--- config.mk ---
export PLATFORM = sky130hd
export DESIGN_NAME = transmissor_sequencia_flat
export DESIGN_NICKNAME = d
export VERILOG_FILES = /design/src/rtl/transmissor_pkg.sv /design/src/rtl/transmissor_sequencia_if.sv /design/src/rtl/sincroniza_reset.sv /design/src/rtl/transmissor_sequencia.sv /design/src/flat_wrapper.sv
export SDC_FILE = /design/constraint.sdc
export NUM_CORES = 1
export LEC_CHECK = 0
export BUFFER_PORTS_ARGS = -buffer_cell sky130_fd_sc_hd__buf_2
export CAP_MARGIN = 20
export CORE_ASPECT_RATIO = 1.25
export CORE_MARGIN = 5
export CORE_UTILIZATION = 48
export CTS_CLUSTER_SIZE = 28
export DETAILED_ROUTE_END_ITERATION = 12
export PLACE_DENSITY = 0.74
export SLEW_MARGIN = 40
export SYNTH_ARGS = -nofsm -noshare
export SYNTH_HDL_FRONTEND = slang
export SYNTH_SLANG_ARGS = --single-unit
--- constraint.sdc ---
create_clock -name clk -period 1.6 [get_ports clk]
set_clock_uncertainty 0.15 [all_clocks]
set_input_delay 0.08 -clock clk [delete_from_list [all_inputs] [get_ports clk]]
set_output_delay 0.08 -clock clk [all_outputs]
set_load 0.02 [all_outputs]
--- src/rtl/transmissor_pkg.sv ---
// Shared types, symbol code table and sizing for the symbol-sequence transmitter.
package transmissor_pkg;

    localparam int unsigned MAX_LEN = 8;
    localparam int unsigned SYM_W   = 7;
    localparam int unsigned IDX_W   = 3;
    localparam int unsigned CNT_W   = 4;
    localparam int unsigned SEQ_W   = MAX_LEN * IDX_W;

    typedef enum logic [2:0] {
        IDLE,
        CLEAR,
        SEND,
        GAP,
        DONE
    } state_t;

    function automatic logic [SYM_W-1:0] sym_code(input logic [IDX_W-1:0] idx);
        logic [SYM_W-1:0] code;
        case (idx)
            3'd0:    code = 7'h58;
            3'd1:    code = 7'h6B;
            3'd2:    code = 7'h4F;
            3'd3:    code = 7'h28;
            3'd4:    code = 7'h0C;
            3'd5:    code = 7'h32;
            3'd6:    code = 7'h16;
            default: code = 7'h23;
        endcase
        return code;
    endfunction

    // Indices 5..7 end a sequence after being sent.
    function automatic logic is_terminal(input logic [IDX_W-1:0] idx);
        return (idx >= 3'd5);
    endfunction

endpackage

--- src/rtl/transmissor_sequencia_if.sv ---
// Symbol bus between the transmitter (master) and the sequence checker (slave).
interface transmissor_sequencia_if;
    import transmissor_pkg::*;

    logic [SYM_W-1:0] tx_sym;
    logic             tx_strobe;
    logic             rx_reset;

    modport master (output tx_sym, output tx_strobe, output rx_reset);
    modport slave  (input  tx_sym, input  tx_strobe, input  rx_reset);
endinterface

--- src/rtl/sincroniza_reset.sv ---
// Two-flop reset conditioner: asserts asynchronously, releases on the clock.
module sincroniza_reset (
    input  logic clk,
    input  logic reset_n,
    output logic rst_n_sync
);

    logic meta_q;
    logic sync_q;

    always_ff @(posedge clk or negedge reset_n) begin
        if (!reset_n) begin
            meta_q <= 1'b0;
            sync_q <= 1'b0;
        end else begin
            meta_q <= 1'b1;
            sync_q <= meta_q;
        end
    end

    assign rst_n_sync = sync_q;

endmodule

--- src/rtl/transmissor_sequencia.sv ---
// Sends a loaded program of up to eight symbols to the checker, one strobe per
// symbol separated by GAP_CYCLES idle cycles, preceded by a checker clear pulse.
module transmissor_sequencia
    import transmissor_pkg::*;
#(
    parameter int unsigned GAP_CYCLES = 2
) (
    input  logic                 clk,
    input  logic                 reset_n,
    input  logic                 start,
    input  logic                 abort,
    input  logic [CNT_W-1:0]     seq_len,
    input  logic [SEQ_W-1:0]     seq_idx,
    transmissor_sequencia_if.master bus,
    output logic                 busy,
    output logic                 done,
    output logic                 truncated,
    output logic [CNT_W-1:0]     sent_count
);

    localparam int unsigned GAP_W = 4;

    logic rst_n_sync;

    sincroniza_reset u_sincroniza_reset (
        .clk        (clk),
        .reset_n    (reset_n),
        .rst_n_sync (rst_n_sync)
    );

    state_t           state_q, state_d;
    logic [SEQ_W-1:0] idx_q, idx_d;
    logic [CNT_W-1:0] len_q, len_d;
    logic [GAP_W-1:0] gap_q, gap_d;
    logic [SYM_W-1:0] sym_q, sym_d;
    logic             strobe_q, strobe_d;
    logic             rxr_q, rxr_d;
    logic             busy_q, busy_d;
    logic             done_q, done_d;
    logic             trunc_q, trunc_d;
    logic [CNT_W-1:0] sent_q, sent_d;
    logic [CNT_W-1:0] len_clamp_c;
    logic [IDX_W-1:0] cur_idx_c;

    assign len_clamp_c = (seq_len > CNT_W'(MAX_LEN)) ? CNT_W'(MAX_LEN) : seq_len;
    // The program is consumed as a shift register; the current index is at the bottom.
    assign cur_idx_c   = idx_q[IDX_W-1:0];

    always_comb begin
        state_d  = state_q;
        idx_d    = idx_q;
        len_d    = len_q;
        gap_d    = gap_q;
        sym_d    = sym_q;
        strobe_d = 1'b0;
        rxr_d    = 1'b0;
        busy_d   = busy_q;
        done_d   = 1'b0;
        trunc_d  = trunc_q;
        sent_d   = sent_q;

        case (state_q)
            IDLE: begin
                if (start) begin
                    idx_d  = seq_idx;
                    len_d  = len_clamp_c;
                    sent_d = '0;
                    busy_d = 1'b1;
                    if ((len_clamp_c == '0) || abort) begin
                        state_d = DONE;
                        done_d  = 1'b1;
                        trunc_d = (len_clamp_c != '0);
                    end else begin
                        state_d = CLEAR;
                        rxr_d   = 1'b1;
                        trunc_d = 1'b0;
                    end
                end
            end
            CLEAR: begin
                if (abort) begin
                    state_d = DONE;
                    done_d  = 1'b1;
                    trunc_d = 1'b1;
                end else begin
                    state_d  = SEND;
                    strobe_d = 1'b1;
                    sym_d    = sym_code(cur_idx_c);
                    sent_d   = sent_q + CNT_W'(1);
                end
            end
            SEND: begin
                if (is_terminal(cur_idx_c) || (sent_q == len_q) || abort) begin
                    state_d = DONE;
                    done_d  = 1'b1;
                    trunc_d = (sent_q < len_q);
                end else begin
                    state_d = GAP;
                    gap_d   = GAP_W'(GAP_CYCLES - 1);
                    idx_d   = idx_q >> IDX_W;
                end
            end
            GAP: begin
                if (abort) begin
                    state_d = DONE;
                    done_d  = 1'b1;
                    trunc_d = (sent_q < len_q);
                end else if (gap_q == '0) begin
                    state_d  = SEND;
                    strobe_d = 1'b1;
                    sym_d    = sym_code(cur_idx_c);
                    sent_d   = sent_q + CNT_W'(1);
                end else begin
                    gap_d = gap_q - GAP_W'(1);
                end
            end
            DONE: begin
                state_d = IDLE;
                busy_d  = 1'b0;
            end
            default: begin
                state_d = IDLE;
                busy_d  = 1'b0;
            end
        endcase
    end

    always_ff @(posedge clk or negedge rst_n_sync) begin
        if (!rst_n_sync) begin
            state_q  <= IDLE;
            idx_q    <= '0;
            len_q    <= '0;
            gap_q    <= '0;
            sym_q    <= '0;
            strobe_q <= 1'b0;
            rxr_q    <= 1'b0;
            busy_q   <= 1'b0;
            done_q   <= 1'b0;
            trunc_q  <= 1'b0;
            sent_q   <= '0;
        end else begin
            state_q  <= state_d;
            idx_q    <= idx_d;
            len_q    <= len_d;
            gap_q    <= gap_d;
            sym_q    <= sym_d;
            strobe_q <= strobe_d;
            rxr_q    <= rxr_d;
            busy_q   <= busy_d;
            done_q   <= done_d;
            trunc_q  <= trunc_d;
            sent_q   <= sent_d;
        end
    end

    assign bus.tx_sym    = sym_q;
    assign bus.tx_strobe = strobe_q;
    assign bus.rx_reset  = rxr_q;
    assign busy          = busy_q;
    assign done          = done_q;
    assign truncated     = trunc_q;
    assign sent_count    = sent_q;

endmodule

--- src/flat_wrapper.sv ---
// flat-port wrapper written by rule: the top's interface ports become plain ports
module transmissor_sequencia_flat import transmissor_pkg::*;
#(
    parameter int unsigned GAP_CYCLES = 2
)
  (clk, reset_n, start, abort, seq_len, seq_idx, busy, done, truncated, sent_count, bus_tx_sym, bus_tx_strobe, bus_rx_reset);
  transmissor_sequencia_if bus_i ();
  input  logic clk;
  input  logic reset_n;
  input  logic start;
  input  logic abort;
  input  logic [CNT_W-1:0] seq_len;
  input  logic [SEQ_W-1:0] seq_idx;
  output logic busy;
  output logic done;
  output logic truncated;
  output logic [CNT_W-1:0] sent_count;
  output wire logic [$bits(bus_i.tx_sym)-1:0] bus_tx_sym;
  output wire logic [$bits(bus_i.tx_strobe)-1:0] bus_tx_strobe;
  output wire logic [$bits(bus_i.rx_reset)-1:0] bus_rx_reset;
  assign bus_tx_sym = bus_i.tx_sym;
  assign bus_tx_strobe = bus_i.tx_strobe;
  assign bus_rx_reset = bus_i.rx_reset;
  transmissor_sequencia #(.GAP_CYCLES(GAP_CYCLES)) u_core (.clk(clk), .reset_n(reset_n), .start(start), .abort(abort), .seq_len(seq_len), .seq_idx(seq_idx), .bus(bus_i), .busy(busy), .done(done), .truncated(truncated), .sent_count(sent_count));
endmodule
; After elaboration in Yosys (flattened, before gate mapping)
; Index checks and enable logic that the tools add are counted.
[totals]
ff_bits = 53
output_inout_bits = 16
[classes]
bitwise = 1
n_mux = 45
n_eq_ne = 20
n_lt_le_gt_ge = 3
n_reduce_logical = 23
n_addsub = 2
[ops]
columns = operator, n
row1 = $pmux 7 s7, 1
row2 = $mux 24, 2
row3 = $pmux 24 s2, 1
row4 = $mux 4, 8
row5 = $mux 7, 3
row6 = $mux 3, 6
row7 = $mux 1, 16
row8 = $ne 2x2->1 const B, 7
row9 = $pmux 7 s2, 1
row10 = $eq 3x2->1 const B, 4
row11 = $pmux 3 s4, 1
row12 = $pmux 4 s3, 1
row13 = $reduce_and 5->1, 2
row14 = $eq 3x3->1 const B, 3
row15 = $logic_not 4->1, 2
row16 = $pmux 4 s2, 1
row17 = $reduce_and 4->1, 2
row18 = $reduce_bool 4->1, 2
row19 = $eq 3x1->1 const B, 2
row20 = $logic_not 3->1, 2
row21 = $reduce_and 2->1, 3
row22 = $reduce_bool 2->1, 3
row23 = $add 4x1->4 const B, 1
row24 = $eq 4x4->1, 1
row25 = 15 further kinds, 19

; Longest topological paths before layout
; Gate-level depths: netlist of the first run.
[logic_depth]
depth_word = 7
ltp_mapped = 7
depth_no_buf = 7

; By module
; From an unflattened synthesis of the first run, not the netlist that was laid out.
[hier_totals]
hier_cells = 256
area_unflattened_um2 = 2576.2
[modules_own_cells]
columns = module, instances, area_each_um2, cells_each, seq_area_each_um2
row1 = transmissor_sequencia, 1, 2522.4, 253, 1276.2
row2 = sincroniza_reset, 1, 53.8, 3, 50.0

; Worst setup path before layout of the first run
; Ideal clock, no wire load.
[synth_timing]
path_type = register -> register
from = register u_core.sent_q[0], in the netlist u_core.sent_count[0]
to = register u_core.trunc_q, in the netlist u_core.truncated
path_buffers = 1
path_slack_ns = -0.457
arrival_time_ns = 1.803
stages_incl_launch_ff = 8
path_cell_list = dfrtp_1 > inv_1 > ha_1 > a41oi_2 > and3_1 > buf_6 > or2_1 > o41ai_2
[synth_via]
elab_chain_cells = 5
word_cells_on_any_way = 9
[synth_rtl]
columns = item, line
row1 = start: declaration, transmissor_sequencia.sv:41  ; logic [CNT_W-1:0] sent_q, sent_d;
row2 = start signal: assignment, transmissor_sequencia.sv:152  ; sent_q <= sent_d;
row3 = "parallel branches: the longest is 5 deep, another holds $lt 4x4->1", n/a
row4 = end signal: assignment, transmissor_sequencia.sv:151  ; trunc_q <= trunc_d;
row5 = end: declaration, transmissor_sequencia.sv:40  ; logic trunc_q, trunc_d;
; Several ways; the timed one is not identified. The select of a mux whose other input is x is not followed.
; A chain may end at the register's enable or synchronous reset.

; Worst setup path after layout of the first run
[layout_timing]
from = register u_core.sent_q[2], in the netlist u_core.sent_count[2]
to = register u_core.idx_q[2]
[layout_via]
elab_chain_cells = 5
[layout_rtl]
columns = item, line
row1 = $eq 4x4->1, transmissor_sequencia.sv:93  ; if (is_terminal(cur_idx_c) || (sent_q == len_q) || abort) begin
row2 = $logic_or 1x1->1 (2 in series), transmissor_sequencia.sv:93
row3 = $ne 2x2->1 (no source line), n/a
row4 = $reduce_and 3->1 (no source line), n/a
row5 = end signal: assignment, transmissor_sequencia.sv:143  ; idx_q <= idx_d;
row6 = end: declaration, transmissor_sequencia.sv:32  ; logic [SEQ_W-1:0] idx_q, idx_d;
; Every way passes these cells.

==> results of run 1 <==
-- logic make-up (layout without fill, tap and decap cells) --
group	count (synthesis)	count (layout)	share of synthesized area
adders and majority gates	7	7	0.0340
other	1	1	0.00145
xor gates and xnor gates	3	3	0.0102
and+or+nand+nor	88	88	0.171
AOI/OAI and AO/OA	55	55	0.130
muxes	23	23	0.0893
buffers and inverters	26	147	0.0500
DFF	53	53	0.514
-- cell usage after synthesis (6+ instances only) --
| library cell | instances |
|---|---|
| o21ai_0 | 19 |
| nand3_1 | 7 |
| buf_2 | 7 |
| inv_1 | 11 |
| ha_1 | 7 |
| nor2_1 | 6 |
| o21ai_1 | 15 |
| mux2i_1 | 23 |
| dfrtp_1 | 53 |
| nand2_1 | 47 |
| a21oi_1 | 7 |
-- power by group through the flow --
stage               sequential (mW)  combinational, mW  clock [mW]
floorplan                      2.37               1.71           0
global placement               2.25               2.76           0
detailed placement             2.28               2.86           0
CTS                            2.29               3.21       0.960
global route                   2.49               4.53        1.04
finish                         2.43               4.17       0.960
-- area by class of cell --
class	instances	area share
flip-flops and latches	53	0.328
inverters	11	0.0108
clock inverters	2	0.00923
repair buffers	128	0.254
well taps	62	0.0191
clock buffers	6	0.0203
multi-input cells	177	0.358
-- placed cells by master, fill, tap and decap left out, types with 6 or more instances in the layout --
cell type / netlist / layout
nand2_2: 0 / 13
o21ai_1: 15 / 13
o21ai_0: 19 / 8
mux2i_1: 23 / 22
buf_2: 7 / 47
buf_4: 4 / 36
dlygate4sd3_1: 0 / 32
nand2_1: 47 / 22
nand3_1: 7 / 7
dfrtp_2: 0 / 7
nand2_4: 0 / 12
o21ai_2: 0 / 12
dfrtp_1: 53 / 46
clkbuf_8: 0 / 6
a21oi_1: 7 / 6
buf_6: 1 / 7
-- worst paths after layout --
path	depth (start not counted)	endpoint	slack (ps)
max	7	u_core.idx_q[2]	-220
min	3	u_core.bus.rx_reset	70
max reg2reg	7	u_core.idx_q[2]	-220
min reg2reg	1	u_core.busy	90
max in group asynchronous	3	u_core.u_sincroniza_reset.rst_n_sync	690
min in group asynchronous	1	u_core.busy	90
-- flip-flops by register name, summed over array words and instances (netlist names) --
signal / count
u_core.idx_q: 24
u_core.bus.tx_sym: 7
u_core.gap_q: 4
u_core.len_q: 4
u_core.sent_count: 4
u_core.state_q: 3
u_core.bus.rx_reset: 1
u_core.bus.tx_strobe: 1
u_core.busy: 1
u_core.done: 1
u_core.truncated: 1
u_core.u_sincroniza_reset.meta_q: 1
u_core.u_sincroniza_reset.rst_n_sync: 1
-- repair_timing --
action | 4_1_cts | 5_1_grt
setup endpoints to repair | 44 | 45
resized for setup | 33 | 67
setup buffers | 5 | 5
hold buffers | 32 | 0
pin swaps | 17 | 22
cloned | 1 | 3
hold endpoints to repair | 31 | 0
-- stage by stage --
step | area, um2 | util | hold slack, ps | TNS [ps] | instances
2_1_floorplan | 2630 | - | -366 | -5410 | 256
3_3_place_gp | 3150 | 0.612 | -283 | -3820 | 385
3_5_place_dp | 3150 | 0.612 | -284 | -4510 | 385
4_1_cts | 3720 | 0.721 | 37.8 | -3720 | 431
5_1_grt | 4070 | 0.790 | 68.0 | -9000 | 439
6_report | 4070 | 0.790 | 65.3 | -6100 | 439
-- worst reg2reg max path: stages (launching register included) --
cell and delay (ps):
dfrtp_2 430, ha_4 250, a41oi_4 270, a31oi_4 130
buf_12 180, clkbuf_16 170, nand2_2 60, o21ai_1 70
-- metal layers --
layer  vias to the layer above  part of all wire
met5                         -                 0
met4                         0             0.018
met3                        13             0.036
met2                        51              0.57
met1                      1158              0.38
li1                       1126                 -
==> impl_metrics.ini, run 1 <==
[cells_and_area]
final-seq-area_um2 = 1340
drive_gt1_frac = 0.477
num-nets-final = 415
area_growth_pct = 57.8
n_fill_cell = 297
antennaDiodeCount = 0
multi_input_area_um2 = 1460

[pwr]
peakVddDrop_mv = 1.24
p_leak_nw = 1.87
power_mw = 7.56
powerDensity_nw_per_um2 = 1860
clkPwrFrac = 0.127
seqPwrFrac = 0.321
switching_power_mw = 3.08
sw_frac_of_total = 0.407
power.internal_mw = 4.48
combPwrFrac = 0.552

[logic_synthesis]
yosysTopAreaCell = dfrtp_1
synthesis.nets = 295
yosysWarnings = 0
synth_area_leaders = dfrtp_1, mux2i_1, nand2_1
synth_top_area_frac = 0.514
yosysSeqAreaShare = 0.514
syn_inst = 256
netlist_area_um2 = 2580
synth.avg_cell_area_um2 = 10.1
ys_ff_latch = 53
synthArstFlopShare = 1.00
synth_ff_type = dfrtp_1
synthDistinctLibCells = 44
synth_edf_count = 0

[place]
gp_congestion = 0.861
dpl.hpwl_um = 4110
dpl_worst_slack_ps = -280
io_buffers = 47

[clock_network]
clkSinkCount = 53
root_buffer = clkbuf_8
h-tree-depth = 2
cts_buffer_depth = 2
cts_buffers = 5
cts_tree = yes
clk_latency_ps = 310
clkTransAtPathRegs_ps = 100

[setup_path]
cp_max_fo = 7
r2r_start = u_core.sent_count[2]
critical_path_required_ps = 1640
crit_type = reg -> reg
slowest_stage = dfrtp_2
path_delay_family = compound AO/OA/AOI/OAI gates
max_stage_delay_ps = 430
critPathLaunchType = register
worstPathCellList = ha_4, a41oi_4, a31oi_4, buf_12, clkbuf_16, nand2_2, o21ai_1
cp-end-kind = register
arrival_ps = 1860
timing.critical_path.buf_inv = 2
startpoint = u_core.sent_count[2]

[floorplanning]
placementRows = 29
io_pins = 48
die-height_um = 92.0
fp.coreArea_um2 = 5150
start_util = 0.500
dieArea_um2 = 6950
die_w_um = 75.6

[timing]
finalHoldViolations = 0
fmax_mhz = 549
maxSlewViolCount = 0
period_share = 1.14
setup_viol = 44
period_minus_slack_ps = 1820
rsz0062_at_grt = yes
slew_headroom = 0.657
worstMarginPinSlew_ps = 510
worst_slack_ps = -221

[global_routing]
grt-ovfl-total = 0
antenna_found_initial = 0
grt_max_degree = 31
met2_usage = 0.334
grt_first_pass_wirelength_um = 10700
grt_busiest_layer = met2
grt_use_met3 = 0.0405
grt_pass1_vias = 2334
track_usage = 0.195
met1_usage = 0.239

[drt]
drt.antenna.violating_nets = 0
via_count = 2348
dr.pass1.iters = 4
drcViolationCount = 0
wl_um = 7530
vias_per_cell = 5.35
dr.first_iter.drc_count = 155
wire_per_inst_um = 17.2

[job]
cap_violations = 0

[worst_hold_path]
hold_path_class = in -> reg
hp-start = start

[outcome]
violations = negative setup slack
status = finished, violations left
(Power assumes the default switching activity.)
==> run 2: changes to the inputs <==
==> constraint.sdc (replaced) <==
create_clock -name clk -period 1.6 [get_ports clk]
set_clock_uncertainty 0.15 [all_clocks]
set_input_delay 0.4 -clock clk [delete_from_list [all_inputs] [get_ports clk]]
set_output_delay 0.4 -clock clk [all_outputs]
set_load 0.02 [all_outputs]
==> impl_metrics.ini, run 2 (synthesis results as in run 1) <==
[clock_network]
cts_tree = yes
clkSinkCount = 53
cts_buffer_depth = 2
cts_buffers = 5
root_buffer = clkbuf_8
clk_latency_ps = 310
h-tree-depth = 2
clkTransAtPathRegs_ps = 100

[cells_and_area]
final_cells = 408
area_growth_pct = 37.3
layout_common_cells = nand2_1, dfrtp_1, buf_2, buf_4, mux2i_1
regMostFlops = u_core.idx_q
final_util = 0.687
n_fill_cell = 401
design_area_um2 = 3540
drive_gt1_frac = 0.413
antennaDiodeCount = 0
largest_reg_flops = 24
num-nets-final = 384

[floorplanning]
io_pins = 48
start_util = 0.500
die-height_um = 92.0
placementRows = 29
dieArea_um2 = 6950
fp.coreArea_um2 = 5150
die_w_um = 75.6

[setup_path]
timing.critical_path.buf_inv = 0
path_delay_family = simple AND/OR/NAND/NOR gates
arrival_ps = 1870
worstPathCellList = ha_4, a41oi_4, and3_4, or2_4, o41ai_2
rrSetupSlack_ps = -200
critPathLaunchType = register
crit_type = reg -> reg
slowest_stage = dfrtp_2
critical_path_required_ps = 1670
max_stage_delay_ps = 440
cp-end-kind = register
cp_max_fo = 5

[place]
dpl.hpwl_um = 4080
io_buffers = 47
placed_cell_area_um2 = 3190
dp_cells = 389
dpl_worst_slack_ps = -291
gp_congestion = 0.855

[timing]
hold_slack_ps = 86.4
worst_slack_ps = -200
period_share = 1.13
period_minus_slack_ps = 1800
finalHoldViolations = 0
setup_viol = 34
rsz0062_at_grt = yes
fmax_mhz = 556
maxSlewViolCount = 0
fin_tns_setup_ps = -5060

[outcome]
violations = negative setup slack
status = finished, violations left

[drt]
drcViolationCount = 0
dr.first_iter.drc_count = 70
dr.pass1.iters = 4
via_count = 2164
wire_per_inst_um = 13.9
vias_per_cell = 5.30
wl_um = 5670
drt.antenna.violating_nets = 0

[pwr]
combPwrFrac = 0.522
clkPwrFrac = 0.120
switching_power_mw = 2.53
seqPwrFrac = 0.358
sw_frac_of_total = 0.395
powerDensity_nw_per_um2 = 1810
power_mw = 6.42
peakVddDrop_mv = 0.945
power.internal_mw = 3.88
p_leak_nw = 1.64

[global_routing]
grt_max_degree = 46
grt_first_pass_wirelength_um = 9140
grt-ovfl-total = 0
track_usage = 0.166
grt_pass1_vias = 2105
antenna_found_initial = 0

[worst_hold_path]
hold_path_class = reg -> async

[job]
cap_violations = 0
==> run 2: cell count changes in the layout (fill, tap and decap cells not counted), sizes merged <==
cell         change
bufinv           -1
dlygate4sd3     -31
clkinv           +1
buf              +1
clkbuf           -1
clkinvlp         -1
inv              +1
==> run 2: repair_timing <==
item | 4_1_cts | 5_1_grt
endpoints found under the hold margin | 2 | 0
endpoints found under the setup margin | 39 | 42
hold buffers | 1 | 0
pin swaps | 5 | 6
cloned | 0 | 1
resized for setup | 23 | 26
buffers inserted | 3 | 6
==> run 2: cell type report <==
class / instances / area, um2 / share of cell area
sequential: 53 / 1340 / 0.378
multi-input combinational: 177 / 1300 / 0.367
timing repair buffer: 97 / 701 / 0.198
tap: 62 / 77.6 / 0.0219
clock buffer: 6 / 72.6 / 0.0205
inverter: 11 / 41.3 / 0.0117
clock inverter: 2 / 13.8 / 0.00389
==> run 2: routing by layer <==
layer,part of all wire,vias to the layer above,track usage
met1,0.41,1045,0.208
met2,0.51,45,0.278
met3,0.048,13,0.0339
met5,0,-,0
met4,0.025,0,0.0612
li1,-,1061,-
==> run 2: power groups by stage <==
| stage | clock (mW) | sequential [mW] | combinational, mW |
|---|---|---|---|
| 2_1_floorplan | 0 | 2.37 | 1.71 |
| 3_3_place_gp | 0 | 2.26 | 2.76 |
| 3_5_place_dp | 0 | 2.28 | 2.84 |
| 4_1_cts | 0.778 | 2.27 | 3.03 |
| 5_1_grt | 0.838 | 2.38 | 3.69 |
| 6_report | 0.770 | 2.30 | 3.35 |
==> run 2: worst reg2reg max path, stage by stage, from the launching register on <==
cell and delay [ps]:
dfrtp_2 440, ha_4 290, a41oi_4 150, and3_4 230
or2_4 250, o41ai_2 200
==> run 2: final timing paths <==
| kind | start | to | cells after the start |
|---|---|---|---|
| max in group asynchronous | u_core.u_sincroniza_reset.rst_n_sync | u_core.gap_q[1] | 1 |
| worst min-delay path | u_core.u_sincroniza_reset.rst_n_sync | u_core.truncated | 1 |
| min in group clk | seq_idx[21] | u_core.idx_q[21] | 3 |
| worst max-delay path | u_core.sent_count[2] | u_core.truncated | 5 |
| worst max register to register | u_core.sent_count[2] | u_core.truncated | 5 |
| worst min register to register | u_core.u_sincroniza_reset.rst_n_sync | u_core.truncated | 1 |
==> run 3: changes to the inputs <==
--- a/config.mk
+++ b/config.mk
@@ -10,7 +10,6 @@
 export CORE_ASPECT_RATIO = 1.25
 export CORE_MARGIN = 5
 export CORE_UTILIZATION = 48
-export CTS_CLUSTER_SIZE = 28
 export DETAILED_ROUTE_END_ITERATION = 12
 export PLACE_DENSITY = 0.74
 export SLEW_MARGIN = 40
==> constraint.sdc (replaced) <==
create_clock -name clk -period 1.6 [get_ports clk]
set_clock_uncertainty 0.15 [all_clocks]
set_input_delay 0.24 -clock clk [delete_from_list [all_inputs] [get_ports clk]]
set_output_delay 0.24 -clock clk [all_outputs]
set_load 0.02 [all_outputs]
==> impl_metrics.ini, run 3 (synthesis results as in run 1) <==
[floorplanning]
start_util = 0.500
io_pins = 48
die-height_um = 92.0
dieArea_um2 = 6950
placementRows = 29
die_w_um = 75.6
fp.coreArea_um2 = 5150

[timing]
setup_viol = 32
finalHoldViolations = 0
fmax_mhz = 552
worst_slack_ps = -212
hold_slack_ps = 7.97
period_share = 1.13
fin_tns_setup_ps = -5300
period_minus_slack_ps = 1810
maxSlewViolCount = 0
rsz0062_at_grt = yes

[cells_and_area]
regMostFlops = u_core.idx_q
layout_common_cells = buf_2, dfrtp_1, buf_4
design_area_um2 = 3810
num-nets-final = 385
largest_reg_flops = 24
area_growth_pct = 47.8
drive_gt1_frac = 0.533
final_common_cell = buf_2
n_fill_cell = 350
antennaDiodeCount = 0

[global_routing]
met1_usage = 0.222
grt_pass1_vias = 2050
grt-ovfl-total = 0
antenna_found_initial = 0
track_usage = 0.165
met2_usage = 0.265
grt_use_met3 = 0.0350
grt_first_pass_wirelength_um = 9120
grt_max_degree = 46
grt_busiest_layer = met2

[pwr]
seqPwrFrac = 0.326
power.internal_mw = 4.39
p_leak_nw = 1.76
sw_frac_of_total = 0.415
combPwrFrac = 0.563
switching_power_mw = 3.11
clkPwrFrac = 0.111
powerDensity_nw_per_um2 = 1970
peakVddDrop_mv = 1.21

[setup_path]
cp_max_fo = 3
ff2ff_path_depth = 6
arrival_ps = 1890
critical_path_required_ps = 1670
crit_type = reg -> reg
cp-end-kind = register
critPathLaunchType = register

[job]
cap_violations = 0

[clock_network]
cts_buffer_depth = 2
cts_buffers = 5
root_buffer = clkbuf_8
h-tree-depth = 2
clk_latency_ps = 310
clkTransAtPathRegs_ps = 90
cts_tree = yes
clkSinkCount = 53

[drt]
wire_per_inst_um = 16.4
wl_um = 6700
dr.pass1.iters = 4
drt.antenna.violating_nets = 0
via_count = 2221
drcViolationCount = 0
vias_per_cell = 5.43
dr.first_iter.drc_count = 79

[outcome]
violations = negative setup slack
status = finished, violations left

[place]
dpl_worst_slack_ps = -276
placed_cell_area_um2 = 3170
io_buffers = 47
gp_congestion = 0.849
dpl.hpwl_um = 4000

[worst_hold_path]
hold_depth = 3
hold_path_class = in -> reg
## run 3: cell types whose count changed in the layout (fill, tap and decap cells not counted), sizes merged
| cell | delta |
|---|---|
| buf | -2 |
| clkbuf | +2 |
| clkinv | -1 |
| clkinvlp | +1 |
| dlygate4sd3 | +1 |
## run 3: power by group through the flow
stage | clock [mW] | sequential (mW) | combinational [mW]
4_1_cts | 0.835 | 2.29 | 3.04
5_1_grt | 0.883 | 2.51 | 4.60
3_3_place_gp | 0 | 2.26 | 2.75
3_5_place_dp | 0 | 2.29 | 2.82
6_report | 0.831 | 2.44 | 4.22
2_1_floorplan | 0 | 2.37 | 1.71
## run 3: layer usage
layer	vias to the layer above	share of wire
met5	-	0
met4	0	0.016
met3	13	0.037
met2	52	0.55
met1	1082	0.40
li1	1074	-
## run 3: final cells by class
cell class / count / area [um2] / area share
repair buffers: 98 / 761 / 0.200
flip-flops and latches: 53 / 1340 / 0.351
clock buffers: 6 / 82.6 / 0.0217
inverters: 11 / 41.3 / 0.0108
clock inverters: 2 / 16.3 / 0.00427
well taps: 62 / 77.6 / 0.0203
multi-input cells: 177 / 1500 / 0.393
## run 3: metrics by stage
stage | total power, mW | utilization | instances
CTS | 6.17 | 0.659 | 400
finish | 7.50 | 0.740 | 409
global route | 7.99 | 0.740 | 409
floorplan | 4.08 | - | 256
global placement | 5.01 | 0.616 | 386
detailed placement | 5.11 | 0.616 | 386
## run 3: worst paths after layout
path,startpoint,endpoint,slack (ps)
hold / removal,seq_idx[21],u_core.idx_q[21],8
setup reg to reg,u_core.gap_q[0],u_core.gap_q[1],-210
hold reg to reg,u_core.u_sincroniza_reset.rst_n_sync,u_core.truncated,100
min in group asynchronous,reset_n,u_core.u_sincroniza_reset.rst_n_sync,90
max in group asynchronous,u_core.u_sincroniza_reset.rst_n_sync,u_core.gap_q[2],910
setup / recovery,u_core.gap_q[0],u_core.gap_q[1],-210
## run 3: worst max-delay path, cell delays in order (launching register included)
cell and delay (ps):
dfrtp_1 410, inv_2 90, ha_4 130, or3b_4 380
and3_4 170, or3_1 300, o21ai_1 100
## run 3: what timing repair did
action,in CTS,in global routing
setup endpoints to repair,39,40
pin swaps,4,33
buffers inserted,4,2
cloned,0,7
hold buffers,2,0
hold endpoints to repair,3,0
gates resized for setup,28,79
